[src/rtl/pipe_add_pkg.sv]
`default_nettype none
// +--------------------------------------------------------------------------+
// | Package    : pipe_add_pkg                                                |
// | Purpose    : Shared constants, stage-count helper and mode encoding for  |
// |              the pipelined adder/subtractor datapath.                    |
// | Contents   : C_DEF_WIDTH, C_DEF_CHUNK, nstages(), mode_e                 |
// | Revision   : 1.0 - initial release                                       |
// +--------------------------------------------------------------------------+
package pipe_add_pkg;

  localparam int C_DEF_WIDTH = 32;
  localparam int C_DEF_CHUNK = 8;

  // Operation mode carried with every beat.
  typedef enum logic {
    MODE_ADD = 1'b0,
    MODE_SUB = 1'b1
  } mode_e;

  // One pipeline stage per CHUNK-bit slice.
  function automatic int nstages(input int width, input int chunk);
    return width / chunk;
  endfunction

endpackage
`default_nettype wire

[src/rtl/chunk_adder.sv]
`default_nettype none
// +--------------------------------------------------------------------------+
// | Module     : chunk_adder                                                 |
// | Purpose    : Purely combinational CHUNK-bit ripple-carry adder built as  |
// |              a chain of full-adder cells.                                |
// | Ports      : a, b  (in)  CHUNK-bit addends                               |
// |              cin   (in)  carry into bit 0                                |
// |              sum   (out) CHUNK-bit sum                                   |
// |              cout  (out) carry out of the top bit                        |
// | Revision   : 1.0 - initial release                                       |
// +--------------------------------------------------------------------------+
module chunk_adder #(
  parameter int CHUNK = 8
) (
  input  logic [CHUNK-1:0] a,
  input  logic [CHUNK-1:0] b,
  input  logic             cin,
  output logic [CHUNK-1:0] sum,
  output logic             cout
);

  // Each loop iteration is one full-adder cell; the local carry variable
  // threads the ripple chain without a self-referencing vector.
  always_comb begin : p_ripple
    logic v_c;
    v_c = cin;
    sum = '0;
    for (int i = 0; i < CHUNK; i++) begin
      sum[i] = a[i] ^ b[i] ^ v_c;
      v_c    = (a[i] & b[i]) | (v_c & (a[i] ^ b[i]));
    end
    cout = v_c;
  end

endmodule
`default_nettype wire

[src/rtl/pipe_add_sub.sv]
`default_nettype none
// +--------------------------------------------------------------------------+
// | Module     : pipe_add_sub                                                |
// | Purpose    : Pipelined ripple-carry adder/subtractor. A WIDTH-bit        |
// |              operation is split into CHUNK-bit slices, one per stage,    |
// |              with the carry registered between stages. Valid/ready on    |
// |              both sides with full backpressure.                          |
// | Ports      : clk, rst_n (async, active-low)                              |
// |              in_valid/in_ready, in_a, in_b, in_cin, in_sub  (operands)   |
// |              out_valid/out_ready, out_sum, out_cout, out_ovf (result)    |
// | Options    : PIPE_ADD_SUB_OVF_EN - when defined, out_ovf reports signed  |
// |              overflow; otherwise out_ovf is tied low.                    |
// | Revision   : 1.0 - initial release                                       |
// +--------------------------------------------------------------------------+
module pipe_add_sub
  import pipe_add_pkg::*;
#(
  parameter int WIDTH = C_DEF_WIDTH,
  parameter int CHUNK = C_DEF_CHUNK
) (
  input  logic             clk,
  input  logic             rst_n,
  input  logic             in_valid,
  output logic             in_ready,
  input  logic [WIDTH-1:0] in_a,
  input  logic [WIDTH-1:0] in_b,
  input  logic             in_cin,
  input  logic             in_sub,
  output logic             out_valid,
  input  logic             out_ready,
  output logic [WIDTH-1:0] out_sum,
  output logic             out_cout,
  output logic             out_ovf
);

  localparam int NSTAGES = nstages(WIDTH, CHUNK);
  localparam int LAST    = NSTAGES - 1;

  logic [NSTAGES-1:0] w_vld;   // per-stage valid bits
  logic [NSTAGES-1:0] w_load;  // stage k takes new contents this edge
  mode_e              w_mode;

  assign w_mode = mode_e'(in_sub);

  // A stage may load when it is empty or its contents leave on this edge.
  // Walk from the output back to the input so each stage sees its
  // downstream neighbour's decision.
  always_comb begin : p_handshake
    logic v_down;
    v_down = out_ready;
    w_load = '0;
    for (int k = NSTAGES - 1; k >= 0; k--) begin
      w_load[k] = ~w_vld[k] | v_down;
      v_down    = w_load[k];
    end
  end

  assign in_ready = w_load[0];

  for (genvar k = 0; k < NSTAGES; k++) begin : g_stage
    // Stage k keeps only the operand slices it has not yet consumed.
    localparam int REM = (NSTAGES - k) * CHUNK;

    logic                   r_vld;
    logic                   r_cy;
    logic [REM-1:0]         r_a;
    logic [REM-1:0]         r_b;
    logic [CHUNK-1:0]       w_sum;
    logic                   w_cout;
    logic [(k+1)*CHUNK-1:0] w_done;  // slices 0..k of the result

    assign w_vld[k] = r_vld;

    chunk_adder #(
      .CHUNK (CHUNK)
    ) u_add (
      .a    (r_a[CHUNK-1:0]),
      .b    (r_b[CHUNK-1:0]),
      .cin  (r_cy),
      .sum  (w_sum),
      .cout (w_cout)
    );

    if (k == 0) begin : g_first
      assign w_done = w_sum;

      // Subtraction is A + ~B + 1: B is inverted and the carry forced high
      // at capture, so in_cin is ignored in that mode.
      always_ff @(posedge clk or negedge rst_n) begin
        if (!rst_n) begin
          r_vld <= 1'b0;
          r_cy  <= 1'b0;
          r_a   <= '0;
          r_b   <= '0;
        end else if (w_load[0]) begin
          r_vld <= in_valid;
          r_cy  <= (w_mode == MODE_SUB) ? 1'b1 : in_cin;
          r_a   <= in_a;
          r_b   <= (w_mode == MODE_SUB) ? ~in_b : in_b;
        end
      end
    end else begin : g_next
      logic [k*CHUNK-1:0] r_res;  // slices 0..k-1 already computed

      assign w_done = {w_sum, r_res};

      always_ff @(posedge clk or negedge rst_n) begin
        if (!rst_n) begin
          r_vld <= 1'b0;
          r_cy  <= 1'b0;
          r_a   <= '0;
          r_b   <= '0;
          r_res <= '0;
        end else if (w_load[k]) begin
          r_vld <= g_stage[k-1].r_vld;
          r_cy  <= g_stage[k-1].w_cout;
          r_a   <= g_stage[k-1].r_a[REM+CHUNK-1:CHUNK];
          r_b   <= g_stage[k-1].r_b[REM+CHUNK-1:CHUNK];
          r_res <= g_stage[k-1].w_done;
        end
      end
    end
  end

  // The last slice is added combinationally from held registers, so the
  // result stays stable for as long as the stage is stalled.
  assign out_valid = w_vld[LAST];
  assign out_sum   = g_stage[LAST].w_done;
  assign out_cout  = g_stage[LAST].w_cout;

`ifdef PIPE_ADD_SUB_OVF_EN
  // Carry into the MSB is recovered from the MSB sum bit: s = a ^ b ^ c_in.
  assign out_ovf = g_stage[LAST].w_cout
                 ^ g_stage[LAST].r_a[CHUNK-1]
                 ^ g_stage[LAST].r_b[CHUNK-1]
                 ^ g_stage[LAST].w_sum[CHUNK-1];
`else
  assign out_ovf = 1'b0;
`endif

endmodule
`default_nettype wire

[config.mk]
export PLATFORM = sky130hd
export DESIGN_NAME = pipe_add_sub
export DESIGN_NICKNAME = d
export VERILOG_FILES = /design/src/rtl/pipe_add_pkg.sv /design/src/rtl/chunk_adder.sv /design/src/rtl/pipe_add_sub.sv
export SDC_FILE = /design/constraint.sdc
export NUM_CORES = 1
export LEC_CHECK = 0
export BUFFER_PORTS_ARGS = -buffer_cell sky130_fd_sc_hd__buf_2
export CORE_UTILIZATION = 30
export CTS_BUF_LIST = sky130_fd_sc_hd__clkbuf_4 sky130_fd_sc_hd__clkbuf_8
export DETAILED_ROUTE_END_ITERATION = 7
export PLACE_DENSITY_LB_ADDON = 0.15
export SLEW_MARGIN = 5
export SYNTH_ARGS = -nofsm -noshare
export SYNTH_HDL_FRONTEND = slang
export SYNTH_HIERARCHICAL = 1
export SYNTH_SLANG_ARGS = --single-unit
[constraint.sdc]
create_clock -name clk -period 9.3 [get_ports clk]
set_input_delay 1.86 -clock clk [delete_from_list [all_inputs] [get_ports clk]]
set_output_delay 1.86 -clock clk [all_outputs]
set_load 0.03 [all_outputs]
==> Word-level counts from Yosys, hierarchy flattened <==
Cells that the tools add are included.
{ "word_totals": {"regBits": 216, "inputBits": 70, "output_inout_bits": 36, "wordCells": 190} }
{ "op_classes": {"muxes": 2, "n_bitwise": 169} }
{ "op_table": {"columns": ["operator", "n"], "rows": [
  ["AND 1 bit", 64],
  ["bitwise XOR 1 bit", 64],
  ["OR 1 bit", 36],
  ["two-way mux 32 bit", 1],
  ["inverter 32 bit", 1],
  ["inverter 1 bit", 4],
  ["two-way mux 1 bit", 1]
]} }

==> Logic depth before layout (Yosys ltp) <==
Gate-level depths: netlist of run 1.
{ "depth": {"depth_word": 17, "depth_mapped": 13} }

==> Hierarchy <==
Netlist of run 1, hierarchy kept.
{ "modules_own_cells": {"columns": ["mod", "n_inst", "cells_each", "area_per_inst_um2", "seq_area_each_um2"], "rows": [
  ["pipe_add_sub", 1, 540, 8393.0, 5405.2],
  ["chunk_adder", 4, 18, 197.7, 0.0]
]} }

==> Worst setup path after synthesis of run 1 <==
Ideal clock, no wire load.
{ "synth_path": {"path_type": "reg2out", "startpoint": "register g_stage[3].r_a[0]", "endpoint": "output out_sum[31]", "t_arrival_ns": 3.566, "required_ns": 7.440, "path_slack_ns": 3.874, "stages_incl_launch_ff": 13, "path_buffers": 0, "path_cell_list": "dfrtp_1 -> fa_1 -> inv_1 -> fa_1 -> inv_1 -> fa_1 -> fa_1 -> fa_1 -> fa_1 -> fa_1 -> inv_1 -> fa_1 -> inv_1"} }
{ "synth_via": {"elab_chain_len": 16, "elab_cells_between_ends": 17, "classes_between": "17 x bitwise"} }
{ "synth_lines": {"columns": ["item", "line_no", "rtl"], "rows": [
  ["from (decl)", "pipe_add_sub.sv:66", "logic [REM-1:0] r_a;"],
  ["from (signal assigned)", "pipe_add_sub.sv:117", "r_a <= g_stage[k-1].r_a[REM+CHUNK-1:CHUNK];"],
  ["bitwise XOR 1 bit", "chunk_adder.sv:30", "v_c = (a[i] & b[i]) | (v_c & (a[i] ^ b[i]));"],
  ["AND 1 bit", "chunk_adder.sv:30", null],
  ["OR 1 bit *", "chunk_adder.sv:30", null],
  ["AND 1 bit *", "chunk_adder.sv:30", null],
  ["OR 1 bit *", "chunk_adder.sv:30", null],
  ["AND 1 bit *", "chunk_adder.sv:30", null],
  ["OR 1 bit *", "chunk_adder.sv:30", null],
  ["AND 1 bit *", "chunk_adder.sv:30", null],
  ["OR 1 bit *", "chunk_adder.sv:30", null],
  ["AND 1 bit *", "chunk_adder.sv:30", null],
  ["OR 1 bit *", "chunk_adder.sv:30", null],
  ["AND 1 bit *", "chunk_adder.sv:30", null],
  ["OR 1 bit *", "chunk_adder.sv:30", null],
  ["AND 1 bit *", "chunk_adder.sv:30", null],
  ["OR 1 bit *", "chunk_adder.sv:30", null],
  ["bitwise XOR 1 bit *", "chunk_adder.sv:29", "sum[i] = a[i] ^ b[i] ^ v_c;"],
  ["to (decl)", "pipe_add_sub.sv:31", "output logic [WIDTH-1:0] out_sum,"]
]} }
Mark *: on every way between the ends. The rest lies on a longest branch, timed or not.

==> Worst setup path after layout of run 1 <==
Same ends and word-level chain as after synthesis.

==> results.json, run 1 <==
{
  "outcome": "finished, final reports clean",
  "fin_util_pct": 36.36,
  "hold_viol_final": 0,
  "slowest_stage": "fa_1",
  "yosys_warnings": 6,
  "cp-end-kind": "primary output",
  "clkTransAtPathRegs_ns": 0.05,
  "grt_pass1_wl_um": 31000,
  "cts.path.max_buffers": 3,
  "synth_xor_area_share_pct": 3.052,
  "drt-total-wl_um": 18760,
  "cellPowerDensity_nw_per_um2": 287.5,
  "setup_violations": 0,
  "peakVddDrop_v": 0.0001080,
  "synth_commonest_cells": "dfrtp_1 (216), mux2_2 (151), inv_1 (40)",
  "yosys_register_bits": 216,
  "portBuffers": 104,
  "io_pins": 106,
  "synth_area_leader_cell": "dfrtp_1",
  "ant_nets": 0,
  "crit_family": "adder cells",
  "relSlewSlack_pct": 29.86,
  "critPathMaxFanout": 2,
  "grt_max_degree": 97,
  "synth_top_cell_area_share_pct": 58.86,
  "core_sq_um": 29870,
  "synthFlopType": "dfrtp_1",
  "period_share_pct": 65.84,
  "nets": 831,
  "yosysUniqueCellTypes": 22,
  "die_h_um": 177.0,
  "via_per_inst": 4.455,
  "synthesis.nets": 714,
  "cp_slowest_stage_delay_ns": 0.42,
  "cp_common_cell": "fa_1",
  "critPathRequiredTime_ns": 7.44,
  "path_buf_inv": 5,
  "worst_slew_pin_slew_ns": 1.052,
  "dieWidth_um": 177.0,
  "ys_seq_area_share_pct": 58.86,
  "grt-busiest-layer": "met2",
  "skew_ns": 0.01156,
  "grt_pass1_vias": 5816,
  "min_path_type": "reg -> reg",
  "grt_use_met3_pct": 3.093,
  "final_layout_size_suffix_gt1_share_pct": 48.07,
  "path_class": "reg -> out",
  "clock_sinks": 216,
  "overflow": 0,
  "fin_setup_tns_ns": 0,
  "synth_top_family_by_area": "multiplexers",
  "yosys.area_share.simple_pct": 2.398,
  "min_period_ns": 6.123,
  "grt_usage_pct": 12.71,
  "slew_violations": 0,
  "synthMuxAreaShare_pct": 23.09,
  "tritoncts": "yes",
  "synth_compound_area_share_pct": 1.798,
  "antenna_found_initial": 0,
  "routabilityCongestion": 0.6786,
  "drtIter0Drc": 164,
  "p_leak_uw": 0.004851,
  "dr.pass1.iters": 4,
  "post_cts_resized": 0,
  "path_cells": "fa_1 -> inv_1 -> fa_1 -> inv_1 -> fa_1 -> fa_1 -> fa_1 -> fa_1 -> fa_1 -> inv_1 -> fa_1 -> inv_1 -> buf_2",
  "insertion_delay_ns": 0.53,
  "globalRouteMet1Util_pct": 16.85,
  "die_area_sq_um": 31320,
  "postCtsHoldBufs": 0,
  "synth_cells": 612,
  "synth_fa_ha_area_share_pct": 6.975,
  "hpwl_um": 11470,
  "initial_core_util_pct": 30.74,
  "synth_most_common_cell": "dfrtp_1",
  "num_antenna_cells": 0,
  "final.fill_count": 2923,
  "placed_area_sq_um": 10080,
  "cts_setup_buffers": 0,
  "cap_violations": 0,
  "dpl_worst_slack_ns": 3.682,
  "holdWs_ns": 0.4913,
  "rows": 63,
  "synth_edf_count": 0,
  "worst_slack_ns": 3.177,
  "syn2layout_area_growth_pct": 18.28,
  "final_cell_area_sq_um": 10860,
  "crit_arrival_ns": 4.26,
  "rsz0062_at_grt": "false",
  "met2_usage_pct": 20.15,
  "cts_max_level": 2,
  "synthTopCellsByArea": "dfrtp_1 (59%), mux2_2 (19%), fa_1 (7.0%)",
  "cts_root_buf": "clkbuf_8",
  "cts_buffers": 40,
  "synth.avg_cell_area_sq_um": 15.01,
  "synth_area_sq_um": 9184,
  "via_count": 5092,
  "wl_per_cell_um": 16.41,
  "postSynth.asyncResetShare_pct": 100.0,
  "clock.fmax_mhz": 163.3,
  "drc": 0,
  "crit_path_start_kind": "flop"
}
kinds of logic (layout without fill, tap and decap cells):
| family | count (synthesis) | in the layout |
|---|---|---|
| other | 1 | 1 |
| AOI/OAI and AO/OA | 33 | 33 |
| muxes | 179 | 179 |
| and+or+nand+nor | 42 | 42 |
| xor gates and xnor gates | 32 | 32 |
| DFF | 216 | 216 |
| buffers and inverters | 77 | 218 |
| adders and majority gates | 32 | 32 |
cell type report:
cell class	instances	area, sq um	share of cell area, %
sequential	216	5405	49.76
multi-input combinational	319	3445	31.71
clock buffer	60	750.7	6.911
timing repair buffer	111	583.1	5.367
tap	390	488.0	4.492
inverter	41	156.4	1.440
clock inverter	6	35.03	0.3225
per-stage QoR:
| stage | power (uW) | instances |
|---|---|---|
| 3_3_place_gp | 2253 | 1077 |
| 6_report | 3123 | 1143 |
| 4_1_cts | 3199 | 1143 |
| 5_1_grt | 3346 | 1143 |
| 3_5_place_dp | 2275 | 1077 |
| 2_1_floorplan | 1998 | 612 |
power by group:
part           internal, uW  switching [uW]  total (uW)
clock                   511             381         893
sequential             1200             144        1340
combinational           395             496         891
total                  2100            1020        3120
sequential cells by signal, summed over array words and instances (netlist names):
name,flops
g_stage.r_a,80
g_stage.g_next.r_res,48
g_stage.r_cy,4
g_stage.r_vld,3
g_stage.r_b,80
out_valid,1
layer usage:
layer | wire length, um | vias to the layer above
met1 | 8676 | 2653
met2 | 8780 | 111
met5 | 0 | -
met4 | 395 | 0
li1 | - | 2292
met3 | 905 | 36
path summary, 6_finish.rpt:
kind	start	slack [ns]	end	cells after the start
max	g_stage[3].r_a[0]$_DFFE_PN0P_	3.18	out_sum[31]	13
min	g_stage[1].r_vld$_DFFE_PN0P_	0.49	g_stage[2].r_vld$_DFFE_PN0P_	1
max reg2reg	g_stage[2].r_a[0]$_DFFE_PN0P_	5.46	g_stage[3].g_next.r_res[23]$_DFFE_PN0P_	13
min reg2reg	g_stage[1].r_vld$_DFFE_PN0P_	0.49	g_stage[2].r_vld$_DFFE_PN0P_	1
max in group asynchronous	rst_n	5.93	g_stage[3].g_next.r_res[8]$_DFFE_PN0P_	3
min in group asynchronous	rst_n	1.35	g_stage[3].g_next.r_res[12]$_DFFE_PN0P_	1
cells in the final DEF, fill, tap and decap left out, drive strengths merged, types with 2 or more instances in the layout:
cell and count:
buf 111, clkbuf 60, clkinv 4, clkinvlp 2
dfrtp 216, fa 32, inv 41, mux2 179
nand2b 2, nand3 33, o21ai 33, or2 2
xnor2 32
(Power assumes the default switching activity.)
==> run 2, diff against run 1 <==
- clock period: 9.3 -> 6 ns (I/O delays scaled with it)
==> run 2 against run 1 <==
Effect of this change:
- die area unchanged
- worst hold slack worse by 0.019 ns
- non-clock buffer count unchanged
- first-iteration DRC count up 11%
- largest power group unchanged
- sequential share of layout area down 0.18 points
- sequential power up 54%
- cell count unchanged
- critical endpoint unchanged
==> results.json, run 2 (synthesis gave the netlist of run 1 again) <==
{
  "outcome": "finished, final reports clean",
  "critPathMaxFanout": 2,
  "drtIter0Drc": 182,
  "skew_ns": 0.02854,
  "nets": 831,
  "period_share_pct": 90.48,
  "crit_path_start_kind": "flop",
  "clock_sinks": 216,
  "hpwl_um": 11020,
  "path_class": "reg -> out",
  "post_cts_resized": 0,
  "seq_area_sq_um": 5405,
  "postCtsHoldBufs": 0,
  "die_area_sq_um": 31320,
  "initial_core_util_pct": 30.74,
  "routabilityCongestion": 0.7124,
  "rows": 63,
  "grt_pass1_vias": 5575,
  "cts_buffers": 40,
  "cellPowerDensity_nw_per_um2": 446.5,
  "overflow": 0,
  "dp.cells": 1077,
  "antenna_found_initial": 0,
  "grt-busiest-layer": "met2",
  "worst_slew_pin_slew_ns": 1.052,
  "drt-total-wl_um": 18040,
  "slew_violations": 0,
  "path_buf_inv": 5,
  "final_layout_size_suffix_gt1_share_pct": 48.07,
  "mostFrequentLayoutCell": "dfrtp_1",
  "crit_family": "adder cells",
  "cts_setup_buffers": 0,
  "via_per_inst": 4.407,
  "wl_per_cell_um": 15.78,
  "clock.fmax_mhz": 184.2,
  "min_path_type": "reg -> reg",
  "rsz0062_at_grt": "false",
  "syn2layout_area_growth_pct": 18.72,
  "dpl_worst_slack_ns": 1.063,
  "dieWidth_um": 177.0,
  "cp_slowest_stage_delay_ns": 0.41,
  "die_h_um": 177.0,
  "setup_violations": 0,
  "via_count": 5037,
  "placed_area_sq_um": 10090,
  "io_pins": 106,
  "final_cell_area_sq_um": 10900,
  "reg_top3": "g_stage.r_a: 80 flops, g_stage.r_b: 80 flops, g_stage.g_next.r_res: 48 flops",
  "cap_violations": 0,
  "peakVddDrop_v": 0.0002135,
  "globalRouteMet1Util_pct": 17.22,
  "cp_common_cell": "fa_1",
  "tritoncts": "yes",
  "min_period_ns": 5.429,
  "drc": 0,
  "insertion_delay_ns": 0.53,
  "cts_max_level": 2,
  "layout_common_cells": "dfrtp_1 (216), mux2_2 (151), buf_2 (103), clkbuf_8 (50), inv_1 (40)",
  "critPathRequiredTime_ns": 4.80,
  "crit_arrival_ns": 4.23,
  "fin_setup_tns_ns": 0,
  "portBuffers": 104,
  "grt_use_met3_pct": 2.921,
  "relSlewSlack_pct": 29.89,
  "p_total_uw": 4868,
  "worst_slack_ns": 0.5712,
  "post_layout_nonfiller_instances": 1143,
  "cts_root_buf": "clkbuf_8",
  "p_leak_uw": 0.004865,
  "grt_max_degree": 114,
  "slowest_stage": "fa_1",
  "final.fill_count": 2903,
  "num_antenna_cells": 0,
  "ant_nets": 0,
  "grt_pass1_wl_um": 29910,
  "cp-end-kind": "primary output",
  "dr.pass1.iters": 4,
  "path_cells": "fa_1 -> inv_1 -> fa_1 -> inv_1 -> fa_1 -> fa_1 -> fa_1 -> fa_1 -> fa_1 -> inv_1 -> fa_1 -> inv_1 -> buf_2",
  "clkTransAtPathRegs_ns": 0.06,
  "core_sq_um": 29870,
  "met2_usage_pct": 18.36,
  "cts.path.max_buffers": 3,
  "multi_input_area_sq_um": 3445,
  "grt_usage_pct": 12.26,
  "hold_viol_final": 0
}
-- run 2: changes by cell type in the layout (fill, tap and decap cells not counted) --
cell / delta
inv_6: +1
clkbuf_8: +2
buf_4: -1
inv_8: +1
buf_12: +1
clkinv_2: -4
-- run 2: final timing paths --
kind	start	to	slack [ns]	depth (start not counted)
min in group asynchronous	rst_n	g_stage[3].g_next.r_res[12]$_DFFE_PN0P_	0.68	1
min reg2reg	g_stage[1].r_vld$_DFFE_PN0P_	g_stage[2].r_vld$_DFFE_PN0P_	0.47	1
min	g_stage[1].r_vld$_DFFE_PN0P_	g_stage[2].r_vld$_DFFE_PN0P_	0.47	1
max in group asynchronous	rst_n	g_stage[3].r_b[2]$_DFFE_PN0P_	4.20	2
max	g_stage[3].r_a[0]$_DFFE_PN0P_	out_sum[31]	0.57	13
max reg2reg	g_stage[2].r_a[0]$_DFFE_PN0P_	g_stage[3].g_next.r_res[23]$_DFFE_PN0P_	2.17	13
-- run 2: area by class of cell --
| type | count | share of cell area, % |
|---|---|---|
| clock buffers | 62 | 7.138 |
| clock inverters | 4 | 0.3213 |
| inverters | 41 | 1.434 |
| multi-input cells | 319 | 31.59 |
| flip-flops and latches | 216 | 49.58 |
| well taps | 390 | 4.476 |
| repair buffers | 111 | 5.462 |
-- run 2: layer usage --
metal | up-vias | routed length, um
met4 | 0 | 387
met1 | 2605 | 8688
met5 | - | 0
met3 | 32 | 821
met2 | 113 | 8144
li1 | 2287 | -
-- run 2: where the power goes --
part	total, uW	switching [uW]	internal, uW
clock network	1420	596	823
registers	2070	217	1850
logic	1380	766	614
total	4870	1580	3290
-- run 2: worst register-to-register path: cells and delay by family, from the launching register on --
kind,cells,cell delay (ns)
buffers and inverters,4,0.27
flip-flops,1,0.39
multiplexers,1,0.13
adder cells (fa/ha/maj),8,2.99
-- run 2: stage by stage --
stage / hold slack (ns) / util, %
after floorplan: 0.4270 / -
after global placement: 0.4564 / 33.77
after detailed placement: 0.4670 / 33.77
after CTS: 0.4792 / 36.50
after global routing: 0.4841 / 36.50
final: 0.4725 / 36.50
==> run 3, diff against run 2 <==
- ABC_AREA: not set -> 1
==> run 3 against run 2 <==
Effect of this change:
- critical endpoint unchanged
- critical path depth unchanged
- wire length is 23% higher
- die area grew 1.1%
- largest cell class unchanged
- sequential share of layout area fell by 0.36 points
- final area is 0.76% higher
- highest routed layer unchanged
- power decreased by 4.0%
==> results.json, run 3 <==
{
  "worstReg2RegStart": "g_stage[1].r_a[0]$_DFFE_PN0P_",
  "min_period_ns": 5.494,
  "fin_util_pct": 36.01,
  "synth_edf_count": 0,
  "postCtsHoldBufs": 0,
  "setup_violations": 0,
  "critPathMaxFanout": 2,
  "hold_depth": 2,
  "cap_violations": 0,
  "layout_common_cells": "nand2_1 (574), dfrtp_1 (215), buf_2 (103), nand3_1 (65), clkbuf_8 (50)",
  "grt_usage_pct": 14.81,
  "dpl_worst_slack_ns": 1.021,
  "synthesis.nets": 1131,
  "antenna_found_initial": 0,
  "cts_root_buf": "clkbuf_8",
  "post_layout_nonfiller_instances": 1554,
  "synth_area_leader_cell": "dfrtp_1",
  "nets": 1231,
  "rsz0062_at_grt": "false",
  "worst_slew_pin_slew_ns": 1.091,
  "wl_per_cell_um": 14.24,
  "peakVddDrop_v": 0.0001393,
  "core_sq_um": 30510,
  "p_sw_share_pct": 34.49,
  "yosysUniqueCellTypes": 17,
  "path_buf_inv": 5,
  "path_class": "reg -> out",
  "p_int_uw": 3062,
  "tritoncts": "yes",
  "met2_usage_pct": 23.09,
  "die_area_sq_um": 31670,
  "worst_setup_path_startpoint": "g_stage[3].r_a[0]$_DFFE_PN0P_",
  "cp-end-kind": "primary output",
  "critPathRequiredTime_ns": 4.80,
  "final_layout_size_suffix_gt1_share_pct": 16.84,
  "syn2layout_area_growth_pct": 18.28,
  "worst_slack_ns": 0.5063,
  "cts_buffers": 40,
  "io_pins": 106,
  "cp_slowest_stage_delay_ns": 0.41,
  "cp_common_cell": "fa_1",
  "min_path_type": "reg -> reg",
  "skew_ns": 0.02226,
  "mostFrequentLayoutCell": "nand2_1",
  "clock.fmax_mhz": 182.0,
  "cellPowerDensity_nw_per_um2": 425.4,
  "final.fill_count": 3234,
  "yosys_register_bits": 216,
  "crit_path_start_kind": "flop",
  "drt-total-wl_um": 22130,
  "grt_max_degree": 110,
  "grt_use_met3_pct": 2.849,
  "routabilityCongestion": 0.7130,
  "synth.avg_cell_area_sq_um": 9.026,
  "grt_pass1_wl_um": 36920,
  "rows": 64,
  "dp.cells": 1483,
  "outcome": "finished, final reports clean",
  "globalRouteMet1Util_pct": 20.73,
  "ys_seq_area_share_pct": 58.20,
  "reg_top3": "g_stage.r_a: 80 flops, g_stage.r_b: 80 flops, g_stage.g_next.r_res: 48 flops",
  "synthTopCellsByArea": "dfrtp_1 (58%), nand2_1 (23%), fa_1 (6.9%)",
  "p_leak_uw": 0.005969,
  "synth_cells": 1029,
  "dr.pass1.iters": 4,
  "synth_commonest_cells": "nand2_1 (574), dfrtp_1 (216), nand3_1 (65)",
  "post_cts_resized": 0,
  "via_per_inst": 4.243,
  "slowest_stage": "fa_1",
  "crit_arrival_ns": 4.29,
  "p_sw_uw": 1612,
  "die_h_um": 178.0,
  "insertion_delay_ns": 0.53,
  "yosys_warnings": 6,
  "period_share_pct": 91.56,
  "dieWidth_um": 178.0,
  "synth_most_common_cell": "nand2_1",
  "hpwl_um": 13680,
  "final_cell_area_sq_um": 10990,
  "cts_setup_buffers": 0,
  "power_frac_seq_pct": 44.1,
  "pwr-share-clk_pct": 31.0,
  "drtIter0Drc": 374,
  "ant_nets": 0,
  "drc": 0,
  "cts.path.max_buffers": 3,
  "slew_violations": 0,
  "path_cells": "fa_1 -> inv_1 -> fa_1 -> inv_1 -> fa_1 -> fa_1 -> fa_1 -> fa_1 -> fa_1 -> inv_1 -> fa_1 -> inv_1 -> buf_2",
  "overflow": 0,
  "clkTransAtPathRegs_ns": 0.05,
  "fin_setup_tns_ns": 0,
  "grt-busiest-layer": "met2",
  "critical_path_depth": 13,
  "crit_family": "adder cells",
  "clock_sinks": 216,
  "grt_pass1_vias": 7002,
  "synthFlopType": "dfrtp_1",
  "postSynth.asyncResetShare_pct": 100.0,
  "synth_top_cell_area_share_pct": 58.20,
  "synth_area_sq_um": 9288,
  "hold_viol_final": 0,
  "cts_max_level": 2,
  "via_count": 6593,
  "relSlewSlack_pct": 27.26,
  "placed_area_sq_um": 10140,
  "portBuffers": 104,
  "num_antenna_cells": 0,
  "reg2reg_depth": 14,
  "initial_core_util_pct": 30.44,
  "combPwrFrac_pct": 24.9,
  "hp-start": "g_stage[3].g_next.r_res[7]$_DFFE_PN0P_"
}
==> run 3: cell types whose count changed after synthesis, sizes merged, moves of 2 or more <==
cell / before / now
nand2b: 2 / 0
xnor2: 32 / 0
nand2: 1 / 574
o21ai: 33 / 0
inv: 41 / 46
xor2: 0 / 32
mux2: 179 / 0
clkbuf: 9 / 28
nand3: 33 / 66
==> run 3: metrics by stage <==
| step | hold WS, ns | power, uW |
|---|---|---|
| floorplan | 0.4419 | 2879 |
| global placement | 0.4510 | 3265 |
| detailed placement | 0.4522 | 3287 |
| CTS | 0.4667 | 4780 |
| global route | 0.4838 | 5031 |
| finish | 0.4596 | 4674 |
==> run 3: cell type report <==
type / instances / area, sq um / area share [%]
clock buffer: 68 / 823.3 / 7.494
inverter: 46 / 172.7 / 1.572
sequential: 216 / 5406 / 49.21
timing repair buffer: 114 / 605.6 / 5.513
clock inverter: 3 / 20.02 / 0.1822
tap: 396 / 495.5 / 4.510
multi-input combinational: 711 / 3462 / 31.51
==> run 3: cell families (layout without fill, tap and decap cells) <==
group / after synthesis / count (layout) / share of synthesized area, %
xor+xnor: 32 / 32 / 3.018
fa+ha+maj: 32 / 32 / 6.897
buf+inv: 102 / 231 / 4.580
flops: 216 / 216 / 58.20
other cells: 1 / 1 / 0.04038
simple gates: 646 / 646 / 27.27
==> run 3: per-layer routing <==
layer  part of all wire (%)  wire length (um)  vias up
li1                       -                 -     3314
met1                     49             10860     3107
met2                     44              9770      129
met3                    4.6              1011       43
met4                    2.2               490        0
met5                      0                 0        -
==> run 3: worst paths after layout <==
kind	to	slack, ns
worst min-delay path	g_stage[3].g_next.r_res[7]$_DFFE_PN0P_	0.46
worst max register to register	g_stage[2].g_next.r_res[15]$_DFFE_PN0P_	2.20
worst max-delay path	out_sum[31]	0.51
worst min register to register	g_stage[3].g_next.r_res[7]$_DFFE_PN0P_	0.46
max in group asynchronous	g_stage[0].r_vld$_DFFE_PN0P_	3.97
min in group asynchronous	g_stage[0].r_b[4]$_DFFE_PN0P_	0.74
==> run 3: worst reg2reg max path: cells and delay by family, from the launching register on <==
| kind | cells | cell delay [ns] |
|---|---|---|
| adder cells (fa/ha/maj) | 8 | 2.95 |
| buffers and inverters | 4 | 0.24 |
| flip-flops | 1 | 0.39 |
| AND/OR/NAND/NOR | 2 | 0.12 |
==> run 3: power by group through the flow <==
stage	combinational [uW]	clock, uW	sequential [uW]
finish	1160	1450	2060
global route	1350	1570	2120
CTS	1200	1510	2070
detailed placement	1200	0	2090
global placement	1180	0	2080
floorplan	715	0	2160
